==> src/rtl/gpio_pkg.sv <==
// Shared register map and limits for the gpio_bank IO-bus GPIO block.
package gpio_pkg;
  localparam logic [1:0] GPIO_REG_DATA  = 2'd0;
  localparam logic [1:0] GPIO_REG_DIR   = 2'd1;
  localparam logic [1:0] GPIO_REG_IE    = 2'd2;
  localparam logic [1:0] GPIO_REG_IFLAG = 2'd3;
  localparam int unsigned MAX_PORTS     = 4;
endpackage

==> src/rtl/gpio_sync.sv <==
// Per-port input synchroniser with a trailing edge-detect flop.
// The edge flop exists only when GPIO_BANK_IRQ_EN is defined; otherwise rise is tied 0.
module gpio_sync #(
  parameter int unsigned WIDTH       = 8,
  parameter int unsigned SYNC_STAGES = 2
) (
  input  logic             clk,
  input  logic             resetb,
  input  logic [WIDTH-1:0] pin_in,
  output logic [WIDTH-1:0] sync_in,
  output logic [WIDTH-1:0] rise
);
  logic [WIDTH-1:0] stage_q [SYNC_STAGES];
  logic [WIDTH-1:0] stage_d [SYNC_STAGES];

  always_comb begin
    stage_d[0] = pin_in;
    for (int unsigned i = 1; i < SYNC_STAGES; i++) stage_d[i] = stage_q[i-1];
  end

  always_ff @(posedge clk or negedge resetb) begin
    if (!resetb) begin
      for (int unsigned i = 0; i < SYNC_STAGES; i++) stage_q[i] <= '0;
    end else begin
      for (int unsigned i = 0; i < SYNC_STAGES; i++) stage_q[i] <= stage_d[i];
    end
  end

  assign sync_in = stage_q[SYNC_STAGES-1];

`ifdef GPIO_BANK_IRQ_EN
  logic [WIDTH-1:0] sync_d_q;
  logic [WIDTH-1:0] sync_d_d;

  assign sync_d_d = sync_in;

  always_ff @(posedge clk or negedge resetb) begin
    if (!resetb) sync_d_q <= '0;
    else         sync_d_q <= sync_d_d;
  end

  assign rise = sync_in & ~sync_d_q;
`else
  assign rise = '0;
`endif
endmodule

==> src/rtl/gpio_bank.sv <==
// Multi-port GPIO on the 8-bit IO bus: DATA/DIR per port, optional IE/IFLAG edge
// interrupts (GPIO_BANK_IRQ_EN) ORed into irq_gpio.
module gpio_bank
  import gpio_pkg::*;
#(
  parameter int unsigned NPORTS      = 2,
  parameter int unsigned WIDTH       = 8,
  parameter int unsigned SYNC_STAGES = 2
) (
  input  logic                    clk,
  input  logic                    resetb,
  input  logic [7:0]              io_addr,
  input  logic                    io_en,
  input  logic                    io_we,
  input  logic [31:0]             io_data_write,
  output logic [31:0]             io_data_read,
  output logic                    irq_gpio,
  output logic [NPORTS*WIDTH-1:0] gpio_out,
  output logic [NPORTS*WIDTH-1:0] gpio_dir,
  input  logic [NPORTS*WIDTH-1:0] gpio_in
);
  localparam int unsigned NBITS = NPORTS * WIDTH;

  logic [NBITS-1:0] out_q, out_d, dir_q, dir_d;
  logic [NBITS-1:0] sync_all, rise_all;
  logic [1:0]       reg_sel;
  logic [31:0]      port_sel;
  logic             port_ok, wr;
  logic [WIDTH-1:0] wdata, rdata;
  logic [45:0]      unused_bits;

  assign reg_sel     = io_addr[3:2];
  assign port_sel    = 32'(io_addr[5:4]);
  assign port_ok     = (port_sel < NPORTS) && (NPORTS <= MAX_PORTS);
  assign wr          = io_en && io_we && port_ok;
  assign wdata       = io_data_write[WIDTH-1:0];
  assign unused_bits = {io_addr[7:6], io_addr[1:0], io_data_write, rise_all[NBITS-1:NBITS-1],
                        9'(rise_all[0])};

  for (genvar gp = 0; gp < NPORTS; gp++) begin : g_port
    gpio_sync #(.WIDTH(WIDTH), .SYNC_STAGES(SYNC_STAGES)) u_sync (
      .clk     (clk),
      .resetb  (resetb),
      .pin_in  (gpio_in[gp*WIDTH +: WIDTH]),
      .sync_in (sync_all[gp*WIDTH +: WIDTH]),
      .rise    (rise_all[gp*WIDTH +: WIDTH])
    );
  end

`ifdef GPIO_BANK_IRQ_EN
  logic [NBITS-1:0] ie_q, ie_d, iflag_q, iflag_d, clr_mask;

  // A new edge in the same cycle as a W1C on that bit must survive: set is ORed in last.
  always_comb begin
    ie_d     = ie_q;
    clr_mask = '0;
    for (int unsigned p = 0; p < NPORTS; p++) begin
      if (wr && port_sel == p) begin
        if (reg_sel == GPIO_REG_IE)    ie_d[p*WIDTH +: WIDTH]     = wdata;
        if (reg_sel == GPIO_REG_IFLAG) clr_mask[p*WIDTH +: WIDTH] = wdata;
      end
    end
    iflag_d = (iflag_q & ~clr_mask) | (rise_all & ~dir_q & ie_q);
  end

  always_ff @(posedge clk or negedge resetb) begin
    if (!resetb) begin
      ie_q    <= '0;
      iflag_q <= '0;
    end else begin
      ie_q    <= ie_d;
      iflag_q <= iflag_d;
    end
  end

  assign irq_gpio = |(iflag_q & ie_q);
`else
  assign irq_gpio = 1'b0;
`endif

  always_comb begin
    out_d = out_q;
    dir_d = dir_q;
    for (int unsigned p = 0; p < NPORTS; p++) begin
      if (wr && port_sel == p) begin
        if (reg_sel == GPIO_REG_DATA) out_d[p*WIDTH +: WIDTH] = wdata;
        if (reg_sel == GPIO_REG_DIR)  dir_d[p*WIDTH +: WIDTH] = wdata;
      end
    end
  end

  always_ff @(posedge clk or negedge resetb) begin
    if (!resetb) begin
      out_q <= '0;
      dir_q <= '0;
    end else begin
      out_q <= out_d;
      dir_q <= dir_d;
    end
  end

  always_comb begin
    rdata = '0;
    for (int unsigned p = 0; p < NPORTS; p++) begin
      if (io_en && port_ok && port_sel == p) begin
        case (reg_sel)
          GPIO_REG_DATA: rdata = (dir_q[p*WIDTH +: WIDTH] & out_q[p*WIDTH +: WIDTH]) |
                                 (~dir_q[p*WIDTH +: WIDTH] & sync_all[p*WIDTH +: WIDTH]);
          GPIO_REG_DIR:  rdata = dir_q[p*WIDTH +: WIDTH];
`ifdef GPIO_BANK_IRQ_EN
          GPIO_REG_IE:    rdata = ie_q[p*WIDTH +: WIDTH];
          GPIO_REG_IFLAG: rdata = iflag_q[p*WIDTH +: WIDTH];
`endif
          default:       rdata = '0;
        endcase
      end
    end
  end

  assign io_data_read = 32'(rdata);
  assign gpio_out     = out_q;
  assign gpio_dir     = dir_q;
endmodule

==> config.mk <==
export PLATFORM = sky130hd
export DESIGN_NAME = gpio_bank
export DESIGN_NICKNAME = d
export VERILOG_FILES = /design/src/rtl/gpio_pkg.sv /design/src/rtl/gpio_sync.sv /design/src/rtl/gpio_bank.sv
export SDC_FILE = /design/constraint.sdc
export NUM_CORES = 1
export LEC_CHECK = 0
export CORE_MARGIN = 10
export CORE_UTILIZATION = 42
export CTS_BUF_LIST = sky130_fd_sc_hd__clkbuf_4
export DETAILED_ROUTE_END_ITERATION = 6
export GPL_TIMING_DRIVEN = 0
export PLACE_DENSITY_LB_ADDON = 0.12
export SKIP_LAST_GASP = 1
export SLEW_MARGIN = 20
export SYNTH_ARGS = -nofsm -noshare
export SYNTH_HDL_FRONTEND = slang
export SYNTH_SLANG_ARGS = --single-unit
==> constraint.sdc <==
create_clock -name clk -period 1.4 [get_ports clk]
set_input_delay 0.14 -clock clk [delete_from_list [all_inputs] [get_ports clk]]
set_output_delay 0.14 -clock clk [all_outputs]
set_load 0.005 [all_outputs]
==> impl_metrics.toml, run 1 <==
[outcome]
status = "complete, but fails checks"
violations = "setup timing"

[pwr]
ir_drop_mv = 0.719
power.density_mw_per_mm2 = 1110
fin_total_pwr_uw = 4300
power_leakage_uw = 0.00196

[final_layout]
drive_above_1_share_pct = 39.1
fin_nets = 385
diodes = 0
syn2layout_area_growth_pct = 48.1
layout_common_cells = "dfrtp_1, buf_4, dlygate4sd2_1"
layoutNonFillerInstCount = 405
final_common_cell = "dfrtp_1"
final_core_util_pct = 64.7

[grt]
grt_use_met1_pct = 16.0
grt_max_degree = 52
grt_use_met3_pct = 5.59
grt_util_met2_pct = 22.5
track_usage_pct = 14.0
antenna_found_initial = 0
grt_most_used_layer = "met2"
grt_pass1_wl_um = 10600
first_global_vias = 2011
overflow = 0

[worst_setup_path]
cpMaxStageDelayCell = "dfrtp_1"
arrival_ns = 1.36
critPathBufInv = 1
reg2reg_to = "gpio_out[1]$_DFFE_PN0P_"
cp-end-kind = "primary output"
r2r_start = "gpio_out[1]$_DFFE_PN0P_"
reg2reg_slack_ns = 0.40
startpoint_type = "register"
rr_worst_depth = 3
crit_fanout = 2
required_ns = 1.26
worstSetupPathType = "register to primary output"
cp_top_family = "compound AO/OA/AOI/OAI gates"
cpPeakStageDelay_ns = 0.40
path_depth = 4
crit_chain = "o21a_1 > a31oi_1 > o22ai_2 > buf_2"

[clock_network]
cts_tree = "done"
cts_buffer_depth = 2
ctsHtreeMaxLevel = 3
clockRootBuffer = "clkbuf_4"
cts_made_buffers = 9
cts_sinks = 64
insertion_delay_ns = 0.39
path_clk_slew_ns = 0.10

[run]
max-cap-violations = 0

[min_path]
min_path_type = "primary input to async pin"

[floorplan]
dieHeight_um = 98.9
io-pin-count = 125
initial_core_util_pct = 43.7
core_mm2 = 0.00599
die_area_mm2 = 0.00979
rows = 28
die_x_um = 98.9

[timing]
post-route-period-util_pct = 107
skew_ns = 0.0142
rsz0062_at_grt = "true"
fin_hold_ws_ns = 0.134
tns_ns = -0.720
setup_ws_ns = -0.0979
setup_viol_count_final = 10
fin_crit_ns = 1.50
clock.fmax_mhz = 668
timing_hold_violations_final = 0
drv_slew = 0

[synthesis]
synth_cell_types = 21
synth_seq_area_share_pct = 61.2
netlist_instances = 192
synth.avg_cell_area_um2 = 13.6
ys_ff_latch = 64
syn-cell-area_mm2 = 0.00262
ys_warn_count = 0

[placement]
place_congestion = 0.743
numPortBuffers = 71
dp_cells = 363
dpl.hpwl_um = 4620

[drt]
num_vias = 1838
drt_iter0_drc = 54
drt_pre_antenna_iters = 4
vias_per_cell = 4.54
route.detailed.drc = 0
totalWireLength_um = 6760
wl_per_cell_um = 16.7
antenna_left = 0
-- report_power, final --
group | switching (µW) | internal [µW]
logic | 406 | 663
clock network | 619 | 388
registers | 151 | 2070
-- synth_stat cells --
library cell / count / share of area (%)
nor3_4: 1 / 0.62
buf_4: 26 / 7.5
nand4b_4: 1 / 0.91
o21a_1: 16 / 4.6
a31oi_1: 16 / 3.8
mux2_2: 32 / 14
o22ai_1: 8 / 1.9
inv_1: 16 / 2.3
buf_2: 1 / 0.19
dfrtp_1: 64 / 61
nand2_2: 1 / 0.24
and4bb_2: 1 / 0.48
nand2b_1: 1 / 0.24
nor3b_1: 1 / 0.29
nand2_1: 1 / 0.14
conb_1: 1 / 0.14
nand3b_2: 1 / 0.43
clkbuf_1: 1 / 0.14
nor2_2: 1 / 0.24
buf_1: 1 / 0.14
nor3b_4: 1 / 0.72
-- worst max path at each step --
stage,start,to,slack (ns)
finish,gpio_out[9]$_DFFE_PN0P_,io_data_read[1],-0.1
global route,gpio_out[2]$_DFFE_PN0P_,io_data_read[2],-0.21
CTS,gpio_out[2]$_DFFE_PN0P_,io_data_read[2],-0.15
detailed placement,io_addr[2],io_data_read[5],-1.10
global placement,resetb,g_port[1].u_sync.sync_in[7]$_DFF_PN0_,-1.88
floorplan,io_addr[5],gpio_dir[10]$_DFFE_PN0P_,0.22
-- per-layer routing --
metal	share of wire, %	wire length [µm]
met1	43	2880
met2	48	3280
met3	8.2	553
met4	0.75	51
met5	0	0
-- through the flow --
stage | setup WS, ns | instance area, µm²
global placement | -1.88 | 3510
finish | -0.0979 | 3870
floorplan | 0.224 | 2710
detailed placement | -1.10 | 3540
CTS | -0.148 | 3850
global route | -0.206 | 3870
-- kinds of logic after synthesis --
family	Yosys count	share of synthesized area, %
buffers and inverters	45	10.2
muxes	32	13.8
DFF	64	61.2
other	1	0.143
AOI/OAI and AO/OA	40	10.3
and+or+nand+nor	10	4.30
-- timing repair --
| item | 4_1_cts | 5_1_grt |
|---|---|---|
| hold buffers | 1 | 0 |
| endpoints found under the setup margin | 64 | 8 |
| hold endpoints to repair | 64 | 0 |
| pin swaps | 11 | 3 |
| buffers inserted | 24 | 2 |
| gates resized for setup | 91 | 2 |
-- cell type report --
type | instances | area (µm²)
plain buffers | 28 | 228
clock inverters | 5 | 23.8
flip-flops and latches | 64 | 1600
well taps | 75 | 93.8
clock buffers | 11 | 82.6
multi-input cells | 107 | 912
inverters | 16 | 60.1
repair buffers | 99 | 873
fillers | 500 | 2120
-- state kept, by name, indices dropped and copies added (netlist names) --
| signal | flops |
|---|---|
| g_port.u_sync.stage_d | 16 |
| g_port.u_sync.sync_in | 16 |
| gpio_out | 16 |
| gpio_dir | 16 |
No activity file was read; power rests on OpenSTA's default activity.
==> run 2: changes to the inputs <==
--- a/config.mk
+++ b/config.mk
@@ -10,7 +10,7 @@
 export CTS_BUF_LIST = sky130_fd_sc_hd__clkbuf_4
 export DETAILED_ROUTE_END_ITERATION = 6
 export GPL_TIMING_DRIVEN = 0
-export PLACE_DENSITY_LB_ADDON = 0.12
+export PLACE_DENSITY = 0.79
 export SKIP_LAST_GASP = 1
 export SLEW_MARGIN = 20
 export SYNTH_ARGS = -nofsm -noshare
==> run 2 against run 1 <==
The flow still finishes with violations (setup timing). Hold slack better by 0.057 ns. Final area is 2.2% lower. Fmax is 0.30% higher. Utilization is 1.4 points lower. Critical path depth stayed put. Clock skew is 0.0048 ns lower. Sequential power hardly changed. Die area stayed put. Wire length is 4.1% higher. Via count is 1.3% higher. Clock power is 5% lower. Critical path type unchanged. Largest cell class unchanged. Largest power group unchanged.
==> impl_metrics.toml, run 2 (synthesized netlist as in run 1, its figures left out) <==
[drt]
route.detailed.drc = 0
totalWireLength_um = 7040
num_vias = 1862
drt_iter0_drc = 45
antenna_left = 0
wl_per_cell_um = 17.6
vias_per_cell = 4.64
drt_pre_antenna_iters = 4

[final_layout]
syn2layout_area_growth_pct = 44.9
n_fill_cell = 504
fin_nets = 383
final_common_cell = "dfrtp_1"
layout_common_cells = "dfrtp_1, buf_4, dlygate4sd2_1"
diodes = 0
final_core_util_pct = 63.3
multi_input_area_um2 = 868
drive_above_1_share_pct = 35.6
seqCellArea_mm2 = 0.00160

[worst_setup_path]
crit_fanout = 3
required_ns = 1.26
worstSetupPathType = "register to primary output"
cp-end-kind = "primary output"
reg2reg_slack_ns = 0.50
arrival_ns = 1.35
startpoint_type = "register"

[clock_network]
path_clk_slew_ns = 0.10
cts_sinks = 64
clockRootBuffer = "clkbuf_4"
cts_buffer_depth = 2
ctsHtreeMaxLevel = 3
cts_made_buffers = 9
insertion_delay_ns = 0.37
cts_tree = "done"

[placement]
dp_slack_ns = -1.09
place_congestion = 0.690
dpl.hpwl_um = 4760
numPortBuffers = 71

[floorplan]
die_x_um = 98.9
core_mm2 = 0.00599
die_area_mm2 = 0.00979
initial_core_util_pct = 43.7
rows = 28
dieHeight_um = 98.9
io-pin-count = 125

[grt]
grt_most_used_layer = "met2"
grt_util_met2_pct = 23.9
grt_max_degree = 41
overflow = 0
antenna_found_initial = 0
grt_use_met1_pct = 17.3
first_global_vias = 1994
grt_use_met3_pct = 5.10
track_usage_pct = 14.7
grt_pass1_wl_um = 11200

[timing]
timing_hold_violations_final = 0
drv_slew = 0
fin_hold_ws_ns = 0.191
clock.fmax_mhz = 670
skew_ns = 0.00935
post-route-period-util_pct = 107
rsz0062_at_grt = "true"
setup_viol_count_final = 9
setup_ws_ns = -0.0934
fin_crit_ns = 1.49

[outcome]
violations = "setup timing"
status = "complete, but fails checks"

[pwr]
power_leakage_uw = 0.00192
p_switching_uw = 1130
combinationalPowerShare_pct = 24.1
p_int_uw = 3070
p_seq_share_pct = 53.2
power_frac_clock_pct = 22.7
power.density_mw_per_mm2 = 1110
ir_drop_mv = 0.672
p_sw_share_pct = 27.0

[min_path]
min_path_type = "primary input to register"

[run]
max-cap-violations = 0
==> run 2: area by class of cell <==
type / count / share of cell area (%)
well taps: 75 / 2.48
flip-flops and latches: 64 / 42.3
multi-input cells: 107 / 22.9
repair buffers: 97 / 22.0
inverters: 16 / 1.58
clock buffers: 11 / 2.18
clock inverters: 3 / 0.297
plain buffers: 28 / 6.31
==> run 2: final timing paths <==
check / start / endpoint / cells after the start
setup / recovery: gpio_out[4]$_DFFE_PN0P_ / io_data_read[4] / 4
hold / removal: gpio_in[2] / g_port[0].u_sync.stage_d[2]$_DFF_PN0_ / 1
setup reg to reg: gpio_out[7]$_DFFE_PN0P_ / gpio_out[7]$_DFFE_PN0P_ / 2
hold reg to reg: g_port[1].u_sync.stage_d[3]$_DFF_PN0_ / g_port[1].u_sync.sync_in[3]$_DFF_PN0_ / 0
max in group asynchronous: resetb / gpio_dir[14]$_DFFE_PN0P_ / 3
min in group asynchronous: resetb / g_port[1].u_sync.sync_in[4]$_DFF_PN0_ / 2
==> run 2: power by group through the flow <==
stage	Clock, µW	Sequential [µW]	Combinational [µW]
after floorplan	0	2270	398
after global placement	0	2270	1000
after detailed placement	0	2290	1020
after CTS	990	2230	1010
after global routing	1090	2270	1120
final	955	2240	1010
==> run 2: what timing repair did <==
action                                  4_1_cts  5_1_grt
gates resized for setup                      87        3
endpoints found under the hold margin        64        0
endpoints found under the setup margin       64        8
hold buffers                                  1        0
pin swaps                                    12        4
setup buffers                                22        2
==> run 2: routing by layer <==
layer  routed length [µm]  part of all wire, %  up-vias
li1                     -                    -      891
met1                 2810                   40      899
met2                 3530                   50       66
met3                  615                  8.7        6
met4                   83                  1.2        0
met5                    0                    0        -
==> run 2: per-stage QoR <==
step                power (µW)  area, µm²  std cells  TNS (ns)
CTS                       4230       3780        399    -0.615
floorplan                 2670       2710        216         0
detailed placement        3310       3530        363    -23.66
global placement          3270       3510        362   -138.63
finish                    4200       3790        401    -0.521
global route              4480       3790        401     -1.29
==> run 2: worst max-delay path, cell delays in order (launching register included) <==
cell     delay (ns)
dfrtp_1        0.40
o21a_1         0.19
a31oi_1        0.16
o22ai_1        0.10
buf_2          0.14
==> run 3: changes to the inputs <==
--- a/config.mk
+++ b/config.mk
@@ -11,6 +11,7 @@
 export DETAILED_ROUTE_END_ITERATION = 6
 export GPL_TIMING_DRIVEN = 0
 export PLACE_DENSITY = 0.79
+export SKIP_CTS_REPAIR_TIMING = 1
 export SKIP_LAST_GASP = 1
 export SLEW_MARGIN = 20
 export SYNTH_ARGS = -nofsm -noshare
==> run 3 against run 2 <==
The run still ends with setup timing left. Clock power up 0.7%. Clock-buffer cell count unchanged. Total power up 0.51%. Combinational power about the same. Utilization up 1.9 points.
==> impl_metrics.toml, run 3 (synthesized netlist as in run 1, its figures left out) <==
[floorplan]
die_area_mm2 = 0.00979
io-pin-count = 125
core_mm2 = 0.00599
dieHeight_um = 98.9
rows = 28
die_x_um = 98.9
initial_core_util_pct = 43.7

[clock_network]
ctsHtreeMaxLevel = 3
cts_made_buffers = 9
clockRootBuffer = "clkbuf_4"
cts_sinks = 64
cts_buffer_depth = 2
path_clk_slew_ns = 0.10
cts_tree = "done"
insertion_delay_ns = 0.38

[drt]
wl_per_cell_um = 17.9
drt_pre_antenna_iters = 4
antenna_left = 0
drt_iter0_drc = 60
vias_per_cell = 4.68
num_vias = 1854
totalWireLength_um = 7070
route.detailed.drc = 0

[worst_setup_path]
reg2reg_slack_ns = 0.49
reg2reg_to = "gpio_dir[2]$_DFFE_PN0P_"
worstSetupPathType = "primary input to primary output"
rr_worst_depth = 2
required_ns = 1.26
startpoint_type = "primary input"
arrival_ns = 1.41
r2r_start = "gpio_dir[2]$_DFFE_PN0P_"
cp-end-kind = "primary output"
crit_fanout = 5

[timing]
skew_ns = 0.00880
drv_slew = 0
timing_hold_violations_final = 0
clock.fmax_mhz = 645
setup_ws_ns = -0.151
setup_viol_count_final = 8
fin_crit_ns = 1.55
tns_ns = -0.646
post-route-period-util_pct = 111
rsz0062_at_grt = "true"

[pwr]
power.density_mw_per_mm2 = 1080
power_leakage_uw = 0.00226
ir_drop_mv = 0.675

[outcome]
violations = "setup timing"
status = "complete, but fails checks"

[placement]
dp_cells = 363
numPortBuffers = 71
place_congestion = 0.690
dpl.hpwl_um = 4760
place_area_mm2 = 0.00353

[grt]
track_usage_pct = 13.7
grt_max_degree = 41
grt_pass1_wl_um = 10500
first_global_vias = 1894
antenna_found_initial = 0
overflow = 0

[min_path]
hold_end = "g_port[0].u_sync.stage_d[2]$_DFF_PN0_"
min_path_type = "primary input to register"
hold_path_startpoint = "gpio_in[2]"
hold_depth = 1

[final_layout]
finalInstanceArea_mm2 = 0.00391
drive_above_1_share_pct = 34.6
final_common_cell = "dfrtp_1"
layoutNonFillerInstCount = 396
layout_common_cells = "dfrtp_1, buf_4, dlymetal6s2s_1"
diodes = 0
n_fill_cell = 475
fin_nets = 378
syn2layout_area_growth_pct = 49.3

[run]
max-cap-violations = 0
[run 3: worst max-delay path, stage by stage]
cell and delay, ns:
dlymetal6s2s_1 0.14, buf_6 0.14, nor2_4 0.22, buf_6 0.14, buf_4 0.11, buf_6 0.10
a31oi_1 0.08, o22ai_1 0.18, buf_2 0.15
[run 3: report_power, final]
| group | internal (µW) | total (µW) | switching [µW] |
|---|---|---|---|
| Sequential | 2070 | 2240 | 169 |
| Clock | 371 | 962 | 591 |
| Combinational | 652 | 1020 | 369 |
[run 3: metal layers]
metal  vias to the layer above  routed length (µm)  track usage (%)  part of all wire, %
met3                         6                 601             5.66                  8.5
li1                        878                   -                -                    -
met2                        64                3580             22.6                   51
met5                         -                   0                0                    0
met1                       906                2810             15.3                   40
met4                         0                  83             5.84                  1.2
[run 3: worst max-delay path by stage]
stage	from	endpoint	slack, ns	cells past startpoint
5_1_grt	io_addr[2]	io_data_read[2]	-0.22	9
3_5_place_dp	io_addr[3]	io_data_read[4]	-1.09	6
6_report	io_addr[2]	io_data_read[2]	-0.15	9
4_1_cts	io_addr[3]	io_data_read[4]	-1.10	6
2_1_floorplan	io_addr[5]	gpio_dir[10]$_DFFE_PN0P_	0.22	3
3_3_place_gp	resetb	g_port[1].u_sync.sync_in[6]$_DFF_PN0_	-1.81	1
[run 3: layout make-up]
type                    instances  area [µm²]  area share [%]
plain buffers                  28         225            5.77
clock buffers                  11        82.6            2.11
clock inverters                 3        11.3           0.288
inverters                      16        60.1            1.54
multi-input cells             107         868            22.2
flip-flops and latches         64        1600            41.0
well taps                      75        93.8            2.40
repair buffers                 92         963            24.7
[run 3: stage by stage]
stage	util (%)	hold slack [ns]	setup WS [ns]	total power, µW
6_report	65.2	0.192	-0.151	4230
5_1_grt	65.2	0.157	-0.220	4470
4_1_cts	60.5	-0.357	-1.10	4270
3_5_place_dp	58.9	0.0684	-1.09	3310
3_3_place_gp	58.6	0.332	-1.81	3270
2_1_floorplan	-	-0.156	0.224	2670
